File: config.mk
export PLATFORM = sky130hd
export DESIGN_NAME = fifo_push_arbiter_flat
export DESIGN_NICKNAME = d
export VERILOG_FILES = /design/src/rtl/fifo_push_arbiter_if.sv /design/src/rtl/fifo_push_arbiter.sv /design/src/flat_wrapper.sv
export SDC_FILE = /design/constraint.sdc
export NUM_CORES = 1
export LEC_CHECK = 0
export BUFFER_PORTS_ARGS = -buffer_cell sky130_fd_sc_hd__buf_2
export CAP_MARGIN = 20
export CORE_ASPECT_RATIO = 0.75
export CORE_UTILIZATION = 50
export CTS_CLUSTER_SIZE = 14
export DETAILED_ROUTE_END_ITERATION = 7
export GPL_TIMING_DRIVEN = 0
export MAX_ROUTING_LAYER = met4
export PLACE_DENSITY = 0.84
export SYNTH_ARGS = -nofsm -noshare
export SYNTH_HDL_FRONTEND = slang
export SYNTH_SLANG_ARGS = --single-unit
File: constraint.sdc
create_clock -name clk -period 9.1 [get_ports clk]
set_clock_uncertainty 0.15 [all_clocks]
set_input_delay 0.455 -clock clk [delete_from_list [all_inputs] [get_ports clk]]
set_output_delay 0.455 -clock clk [all_outputs]
set_load 0.005 [all_outputs]
File: src/rtl/fifo_push_arbiter_if.sv
// Producer/consumer-facing bundle of the FIFO push arbiter: requests, pop observation, push side and status.
// master = producers plus the consumer's pop strobe; slave = the arbiter.
interface fifo_push_arbiter_if #(
  parameter int NUM_REQ = 4,
  parameter int DATA_W  = 8,
  parameter int DEPTH   = 16
);
  localparam int CNT_W = $clog2(DEPTH + 1);

  logic [NUM_REQ-1:0]        req_valid;
  logic [NUM_REQ*DATA_W-1:0] req_data;
  logic [NUM_REQ-1:0]        req_ready;
  logic                      pop;
  logic                      push;
  logic [DATA_W-1:0]         wdata;
  logic [CNT_W-1:0]          count;
  logic                      full;
  logic                      empty;
  logic                      stall;
  logic                      pop_err;

  modport master (
    output req_valid, req_data, pop,
    input  req_ready, push, wdata, count, full, empty, stall, pop_err
  );

  modport slave (
    input  req_valid, req_data, pop,
    output req_ready, push, wdata, count, full, empty, stall, pop_err
  );
endinterface

File: src/rtl/fifo_push_arbiter.sv
// Round-robin share of one FIFO push port; push/wdata follow an accept by 1 cycle.
// Backpressure: req_ready is withheld in STALL or while the tracked count sits at DEPTH.
module fifo_push_arbiter #(
  parameter int NUM_REQ = 4,
  parameter int DATA_W  = 8,
  parameter int DEPTH   = 16
) (
  input  logic               clk,
  input  logic               rst,
  fifo_push_arbiter_if.slave bus
);
  localparam int CNT_W = $clog2(DEPTH + 1);
  localparam int IDX_W = (NUM_REQ > 1) ? $clog2(NUM_REQ) : 1;
  localparam logic [CNT_W-1:0] DEPTH_C  = CNT_W'(DEPTH);
  localparam logic [IDX_W-1:0] RR_RESET = IDX_W'(NUM_REQ - 1);

  typedef enum logic [1:0] {IDLE, GRANT, STALL} state_t;

  state_t              state_q, state_d;
  logic [IDX_W-1:0]    rr_ptr_q, rr_ptr_d;
  logic [CNT_W-1:0]    count_q, count_d;
  logic                push_q, push_d;
  logic [DATA_W-1:0]   wdata_q, wdata_d;
  logic                pop_err_q, pop_err_d;

  logic                gnt_vld;
  logic [IDX_W-1:0]    gnt_idx;
  int                  scan_idx;
  logic                xfer;
  logic                eff_pop;
  logic                any_valid;
  logic [NUM_REQ-1:0]  ready;

  // Search starts one past the last winner so the previous grantee goes last.
  always_comb begin
    gnt_vld  = 1'b0;
    gnt_idx  = '0;
    scan_idx = 0;
    for (int k = 1; k <= NUM_REQ; k++) begin
      scan_idx = int'(rr_ptr_q) + k;
      if (scan_idx >= NUM_REQ) scan_idx = scan_idx - NUM_REQ;
      if (!gnt_vld && bus.req_valid[scan_idx]) begin
        gnt_vld = 1'b1;
        gnt_idx = IDX_W'(scan_idx);
      end
    end
  end

  assign any_valid = |bus.req_valid;
  // Pop is deliberately absent here: freed space only becomes grantable next cycle.
  assign xfer      = gnt_vld && (state_q != STALL) && (count_q != DEPTH_C);
  assign eff_pop   = bus.pop && (count_q != '0);

  always_comb begin
    ready = '0;
    if (xfer) ready[gnt_idx] = 1'b1;
  end

  always_comb begin
    count_d = count_q;
    unique case ({xfer, eff_pop})
      2'b10:   count_d = count_q + CNT_W'(1);
      2'b01:   count_d = count_q - CNT_W'(1);
      default: count_d = count_q;
    endcase

    rr_ptr_d  = xfer ? gnt_idx : rr_ptr_q;
    push_d    = xfer;
    wdata_d   = xfer ? bus.req_data[gnt_idx*DATA_W +: DATA_W] : wdata_q;
    pop_err_d = pop_err_q | (bus.pop && (count_q == '0));

    state_d = state_q;
    unique case (state_q)
      IDLE:    if (any_valid) state_d = (count_q == DEPTH_C) ? STALL : GRANT;
      GRANT:   if (!any_valid) state_d = IDLE;
               else if (count_d == DEPTH_C) state_d = STALL;
      STALL:   if (!any_valid) state_d = IDLE;
               else if (count_d != DEPTH_C) state_d = GRANT;
      default: state_d = IDLE;
    endcase
  end

  always_ff @(posedge clk or posedge rst) begin
    if (rst) begin
      state_q   <= IDLE;
      rr_ptr_q  <= RR_RESET;
      count_q   <= '0;
      push_q    <= 1'b0;
      wdata_q   <= '0;
      pop_err_q <= 1'b0;
    end else begin
      state_q   <= state_d;
      rr_ptr_q  <= rr_ptr_d;
      count_q   <= count_d;
      push_q    <= push_d;
      wdata_q   <= wdata_d;
      pop_err_q <= pop_err_d;
    end
  end

  assign bus.req_ready = ready;
  assign bus.push      = push_q;
  assign bus.wdata     = wdata_q;
  assign bus.count     = count_q;
  assign bus.full      = (count_q == DEPTH_C);
  assign bus.empty     = (count_q == '0);
  assign bus.stall     = (state_q == STALL);
  assign bus.pop_err   = pop_err_q;

  always @(posedge clk) begin
    if (!rst) begin
      a_onehot:      assert ($onehot0(bus.req_ready));
      a_no_ovf:      assert (!(bus.push && (count_q > DEPTH_C)));
      a_ready_valid: assert ((bus.req_ready & ~bus.req_valid) == '0);
    end
  end
endmodule

File: src/flat_wrapper.sv
// flat-port wrapper written by rule: the top's interface ports become plain ports
module fifo_push_arbiter_flat 
#(
  parameter int NUM_REQ = 4,
  parameter int DATA_W  = 8,
  parameter int DEPTH   = 16
)
  (clk, rst, bus_req_valid, bus_req_data, bus_pop, bus_req_ready, bus_push, bus_wdata, bus_count, bus_full, bus_empty, bus_stall, bus_pop_err);
  fifo_push_arbiter_if #(.NUM_REQ(NUM_REQ), .DATA_W(DATA_W), .DEPTH(DEPTH)) bus_i ();
  input  logic clk;
  input  logic rst;
  input wire logic [$bits(bus_i.req_valid)-1:0] bus_req_valid;
  input wire logic [$bits(bus_i.req_data)-1:0] bus_req_data;
  input wire logic [$bits(bus_i.pop)-1:0] bus_pop;
  output wire logic [$bits(bus_i.req_ready)-1:0] bus_req_ready;
  output wire logic [$bits(bus_i.push)-1:0] bus_push;
  output wire logic [$bits(bus_i.wdata)-1:0] bus_wdata;
  output wire logic [$bits(bus_i.count)-1:0] bus_count;
  output wire logic [$bits(bus_i.full)-1:0] bus_full;
  output wire logic [$bits(bus_i.empty)-1:0] bus_empty;
  output wire logic [$bits(bus_i.stall)-1:0] bus_stall;
  output wire logic [$bits(bus_i.pop_err)-1:0] bus_pop_err;
  assign bus_i.req_valid = bus_req_valid;
  assign bus_i.req_data = bus_req_data;
  assign bus_i.pop = bus_pop;
  assign bus_req_ready = bus_i.req_ready;
  assign bus_push = bus_i.push;
  assign bus_wdata = bus_i.wdata;
  assign bus_count = bus_i.count;
  assign bus_full = bus_i.full;
  assign bus_empty = bus_i.empty;
  assign bus_stall = bus_i.stall;
  assign bus_pop_err = bus_i.pop_err;
  fifo_push_arbiter #(.NUM_REQ(NUM_REQ), .DATA_W(DATA_W), .DEPTH(DEPTH)) u_core (.clk(clk), .rst(rst), .bus(bus_i));
endmodule
# Word-level counts from Yosys, hierarchy flattened

Index checks and enable logic that the tools add are counted.

Input bits: 39
Logic and storage cells: 91
Output and inout bits: 22
Register bits after elaboration: 19

Reduce and logical (&&, ||, !) cells: 16
Add/subtract/negate cells: 10
Equal/unequal tests: 12
Multiplexer cells: 35
Shift operators: 1
Bitwise gates (word level): 1
$lt $le $gt $ge: 10

Operators by type and width:

| operator                                              | count |
|---|---|
| >= comparator 32 x 4 -> 1 bit (second input constant) | 4 |
| < comparator 32 x 4 -> 1 bit (second input constant)  | 4 |
| 2-to-1 mux 32 bit                                     | 4 |
| subtractor 32 x 4 -> 32 bit (second input constant)   | 4 |
| indexed part select 32 x 6 -> 8 bit                   | 1 |
| 2-to-1 mux 2 bit                                      | 10 |
| 2-to-1 mux 1 bit                                      | 13 |
| == test 5 bit (second input constant)                 | 2 |
| != test 5 bit (second input constant)                 | 2 |
| one-hot mux 5 bit (2 select lines)                    | 1 |
| binary-select mux 1 bit (select 2 bit)                | 4 |
| logical AND 1 bit                                     | 8 |
| adder 2 x 2 -> 3 bit (second input constant)          | 2 |
| != test 3 bit (second input constant)                 | 2 |
| one-hot mux 2 bit (3 select lines)                    | 1 |
| adder 5 x 1 -> 5 bit (second input constant)          | 1 |
| zero test 5 bit                                       | 1 |
| nonzero test 5 bit                                    | 1 |
| subtractor 5 x 1 -> 5 bit (second input constant)     | 1 |
| adder 2 x 3 -> 4 bit (second input constant)          | 1 |
| == test 2 x 1 -> 1 bit (second input constant)        | 2 |
| == test 2 bit (second input constant)                 | 2 |
| 2-to-1 mux 4 bit                                      | 1 |
| OR reduction 4 bit                                    | 1 |
| other kinds (10)                                      | 12 |

# Logic depth before layout (Yosys ltp)

Word-level depth: 24
Depth in mapped cells: 16

# Worst setup path after synthesis

No wires, ideal clock.

Path kind: reg2reg
Start point: register u_core.count_q[3], in the netlist u_core.bus.count[3]
End point: register u_core.state_q[0]
Arrival time: 2.898 ns
Buffers on the path: 3
Required time: 8.799 ns
Stages on the path, launching flop included: 17
Slack: 5.900 ns
Clock period less this slack: 3.200 ns
Path through: dfrtp_1 > buf_2 > nor2_1 > and3_1 > nor3_2 > buf_4 > inv_2 > ha_1 > buf_4 > xor2_1 > ha_1 > a21oi_1 > mux2i_1 > xnor2_1 > nor4b_2 > o2bb2ai_1 > a21oi_1

Elaborated cells on any way between the ends: 18

RTL lines:

| element                            | RTL line                | RTL |
|---|---|---|
| from (decl)                        | fifo_push_arbiter.sv:21 | `logic [CNT_W-1:0] count_q, count_d;` |
| from (signal assigned)             | fifo_push_arbiter.sv:94 | `count_q <= count_d;` |
| == test 5 bit                      | n/a                     |  |
| net bus_full                       | flat_wrapper.sv:19      | `output wire logic [$bits(bus_i.full)-1:0] bus_full;` |
| 2-to-1 mux 2 bit (2 in series)     | fifo_push_arbiter.sv:74 | `IDLE: if (any_valid) state_d = (count_q == DEPTH_C) ? STALL : GRANT;` |
| one-hot mux 2 bit (3 select lines) | fifo_push_arbiter.sv:73 | `unique case (state_q)` |
| to (signal assigned)               | fifo_push_arbiter.sv:92 | `state_q <= state_d;` |
| to (decl)                          | fifo_push_arbiter.sv:19 | `state_t state_q, state_d;` |

The timed path passes the listed nets, and every way through them passes these cells. The select of a mux whose other input is x is not followed.
A chain may end at the register's enable or synchronous reset.

# Worst setup path after layout

Start point: register u_core.count_q[1], in the netlist u_core.bus.count[1]
End point: register u_core.state_q[1]

Word-level cells in the longest chain between the ends: 7
Elaborated cells on any way between the ends: 18

RTL lines:

| element                                                        | RTL line                                         | RTL |
|---|---|---|
| != test 5 bit *                                                | fifo_push_arbiter.sv:51                          | `assign xfer = gnt_vld && (state_q != STALL) && (count_q != DEPTH_C);` |
| logical AND 1 bit *                                            | fifo_push_arbiter.sv:51                          |  |
| net u_core.push_d                                              | fifo_push_arbiter.sv:22                          | `logic push_q, push_d;` |
| == test 2 x 1 -> 1 bit / == test 2 bit (equally long branches) | fifo_push_arbiter.sv:61                          | `unique case ({xfer, eff_pop})` |
| one-hot mux 5 bit (2 select lines) *                           | fifo_push_arbiter.sv:61                          |  |
| net u_core.count_d[2]                                          | fifo_push_arbiter.sv:21                          |  |
| == test 5 bit / != test 5 bit (equally long branches)          | fifo_push_arbiter.sv:76, fifo_push_arbiter.sv:78 |  |
| != test 3 bit (no source line)                                 | n/a                                              |  |
| AND reduction 3 bit (no source line) *                         | n/a                                              |  |

Mark *: on every way through the listed nets, which the timed path passes. The rest lies on a longest branch. The select of a mux whose other input is x is not followed.

==> results.md <==
* FF+latch area at 478.0 µm²
* Hold Vio Cnt, Final at 0
* Top layer used by detailed routing: met4
* Final worst path period share at 0.3992
* Required time of the critical path at 9.18 ns
* Fin util at 0.7132
* Total track usage at 0.2467
* Post-Route WL at 3215 µm
* Final RePlAce weighted congestion at 0.8542
* RSZ-0062 raised after global routing: no
* Filler Cell Count at 193
* Main area contributors after synthesis: dfrtp_1 31%, mux2i_1 18%, mux2_1 5.0%
* Mean routed wirelength per cell at 13.92 µm
* Initial Util at 0.5607
* Critical path fanouts, max at 10
* Clk_lat worst skew at 0.30 ns
* Post-CTS Resized at 0
* Synthesis-to-finish area growth at 27.19%
* Pwr dens at 287.9 nW/µm²
* # setup viols final at 0
* Synth Flop Type: dfrtp_1
* Yosys top cell by area: dfrtp_1
* Reg2reg end: u_core.state_q[1]
* FFs w/ async S/R, synth at 1.000
* I/O Pins at 61
* Leak Pwr at 0.0009000 µW
* Critical Path End Type: register
* Syn avg cell area at 10.21 µm²
* Post-synth top area share at 0.3134
* Num CTS Buffers at 3
* Core outline area at 2421 µm²
* Worst R2R Setup Slack at 5.47 ns
* Die ar. at 2930 µm²
* Peak supply drop at 0.0001524 V
* Initial antenna violation count at 0
* Final HPWL DP at 2600 µm
* Yosys warns at 0
* R2R cell count at 15
* First-pass GRT wire length at 5354 µm
* Max-slew violation count at 0
* Via density at 5.260
* Most frequent cells in the layout: 61 x buf_2, 25 x mux2i_1, 17 x dfrtp_1, 12 x nor2_1, 10 x nor2b_1
* Grt total ovfl at 0
* Clock Tree Buf Depth at 2
* FMAX at 0.2753 GHz
* Num rows at 15
* Mapped cell area at 1358 µm²
* Maxcap violations at 0
* CTS clk-pin slew, worst paths at 0.10 ns
* Post-Synthesis Cells at 133
* Setup TNS at 0 ns
* H-Tree Depth at 1
* Arr. time, crit path at 3.71 ns
* RR Startpoint: u_core.bus.count[1]
* Detailed Route Iter0 Violations at 51
* Die extent in y at 47.13 µm
* Tightest Hold Check Type: input port to async pin
* Net Count, Synth at 175
* # port buffers at 60
* Multi-input logic area at 817.0 µm²
* Rel. slew slack at 0.5107
* Worst setup SP type: register
* Met1 wire length at 1400 µm
* CTS Sinks at 19
* Sequential element share of the synthesized area at 0.3521
* CTS root buffer: clkbuf_4
* Unique masters post-synth at 41
* Vias at 1215
* WL met3 at 133 µm
* WL met2 at 1669 µm
* Post-CTS Hold Buffers at 0
* # Post-CTS Setup Buffers at 0
* Worst Tran Pin Value at 0.7332 ns
* ANT nets after route at 0
* Vias in the first global route at 1195
* DRT Pass-1 Iters at 4
* Die Width at 62.17 µm
* CTS tree: built
* Post-synth EDFFs at 0
* Share of layout cells above drive strength 1 at 0.4112
* Crit Path Category: register to register
* # nets final at 240
* Status: complete, no violations
* Most common cell after layout, fill and taps aside: buf_2
* Diode count at 0
* Pin count of the biggest net entering global routing at 20
* # DRC at 0
* Number of synthesized register bits at 19
* Tmin final at 3.633 ns
power by group:
group / total [µW] / internal [µW] / switching (µW) / leakage, µW
Clock: 42.4 / 17.1 / 25.3 / 0.0000150
Sequential: 163 / 129 / 33.9 / 0.000216
Combinational: 292 / 147 / 145 / 0.000669
sequential cells by signal (all words and copies together), names as in the netlist:
name                count
u_core.bus.count        5
u_core.bus.pop_err      1
u_core.bus.push         1
u_core.rr_ptr_q         2
u_core.bus.wdata        8
u_core.state_q          2
cell usage after synthesis, types with 2 or more instances:
cell,n
ha_1,3
mux2_2,3
and3b_1,2
nor2b_1,10
inv_1,4
nor3_2,2
nor2_1,12
nand2b_1,2
o21ai_1,4
dfrtp_1,17
dfstp_2,2
mux2_1,6
nand2_1,5
buf_4,3
mux2i_1,25
xor2_1,4
xnor2_1,2
a21oi_1,4
routing by layer:
layer	vias up	GRT usage
met4	0	0.06977
met3	4	0.06796
met5	-	-
met2	29	0.4374
met1	578	0.2842
li1	604	-
how the worst max path moves through the flow:
stage,from,end,slack (ns),depth (start not counted)
6_report,u_core.bus.count[1],u_core.state_q[1],5.47,15
5_1_grt,u_core.bus.count[1],u_core.state_q[1],5.23,15
4_1_cts,u_core.bus.count[1],u_core.state_q[1],5.46,15
3_5_place_dp,bus_req_valid[1],u_core.state_q[1],5.39,15
3_3_place_gp,bus_req_valid[1],u_core.state_q[0],5.56,15
2_1_floorplan,u_core.bus.count[3],u_core.state_q[0],5.90,16
per-stage QoR:
step	total power (µW)	instance area [µm²]	setup slack (ns)	hold slack, ns	std cells
after floorplan	362.0	1358	5.900	0.2547	133
after global placement	439.5	1700	5.560	0.2821	227
after detailed placement	457.2	1700	5.385	0.2894	227
after CTS	500.9	1727	5.461	0.1329	231
after global routing	541.2	1727	5.230	0.1507	231
final	497.1	1727	5.467	0.1115	231
cell families after synthesis:
family                   after synthesis  share of synthesized area
AND/OR/NAND/NOR                       41                     0.1788
multiplexers                          34                     0.2590
AO/OA/AOI/OAI                         19                    0.09771
flip-flops                            19                     0.3521
buffers and inverters                 11                    0.04607
XOR/XNOR                               6                    0.03871
adder cells (fa/ha/maj)                3                    0.02765
area by class of cell:
cell class | count | area share
Buffer | 6 | 0.02536
Clock buffer | 4 | 0.01522
Inverter | 5 | 0.01087
Multi-Input combinational cell | 103 | 0.4732
Sequential cell | 19 | 0.2768
Tap cell | 34 | 0.02464
Timing Repair Buffer | 60 | 0.1739
critical path: stages, from the launching register on:
cell and delay, ns:
dfrtp_1 0.48, nor2_1 0.12, and3_1 0.25, nor3_2 0.35
buf_4 0.26, inv_2 0.08, ha_1 0.18, buf_4 0.16
xor2_1 0.14, ha_1 0.22, a21oi_1 0.16, mux2i_1 0.24
xnor2_1 0.12, nor4b_2 0.33, o211ai_1 0.17, a21oi_2 0.15
Power figures use the tool's default switching activity.
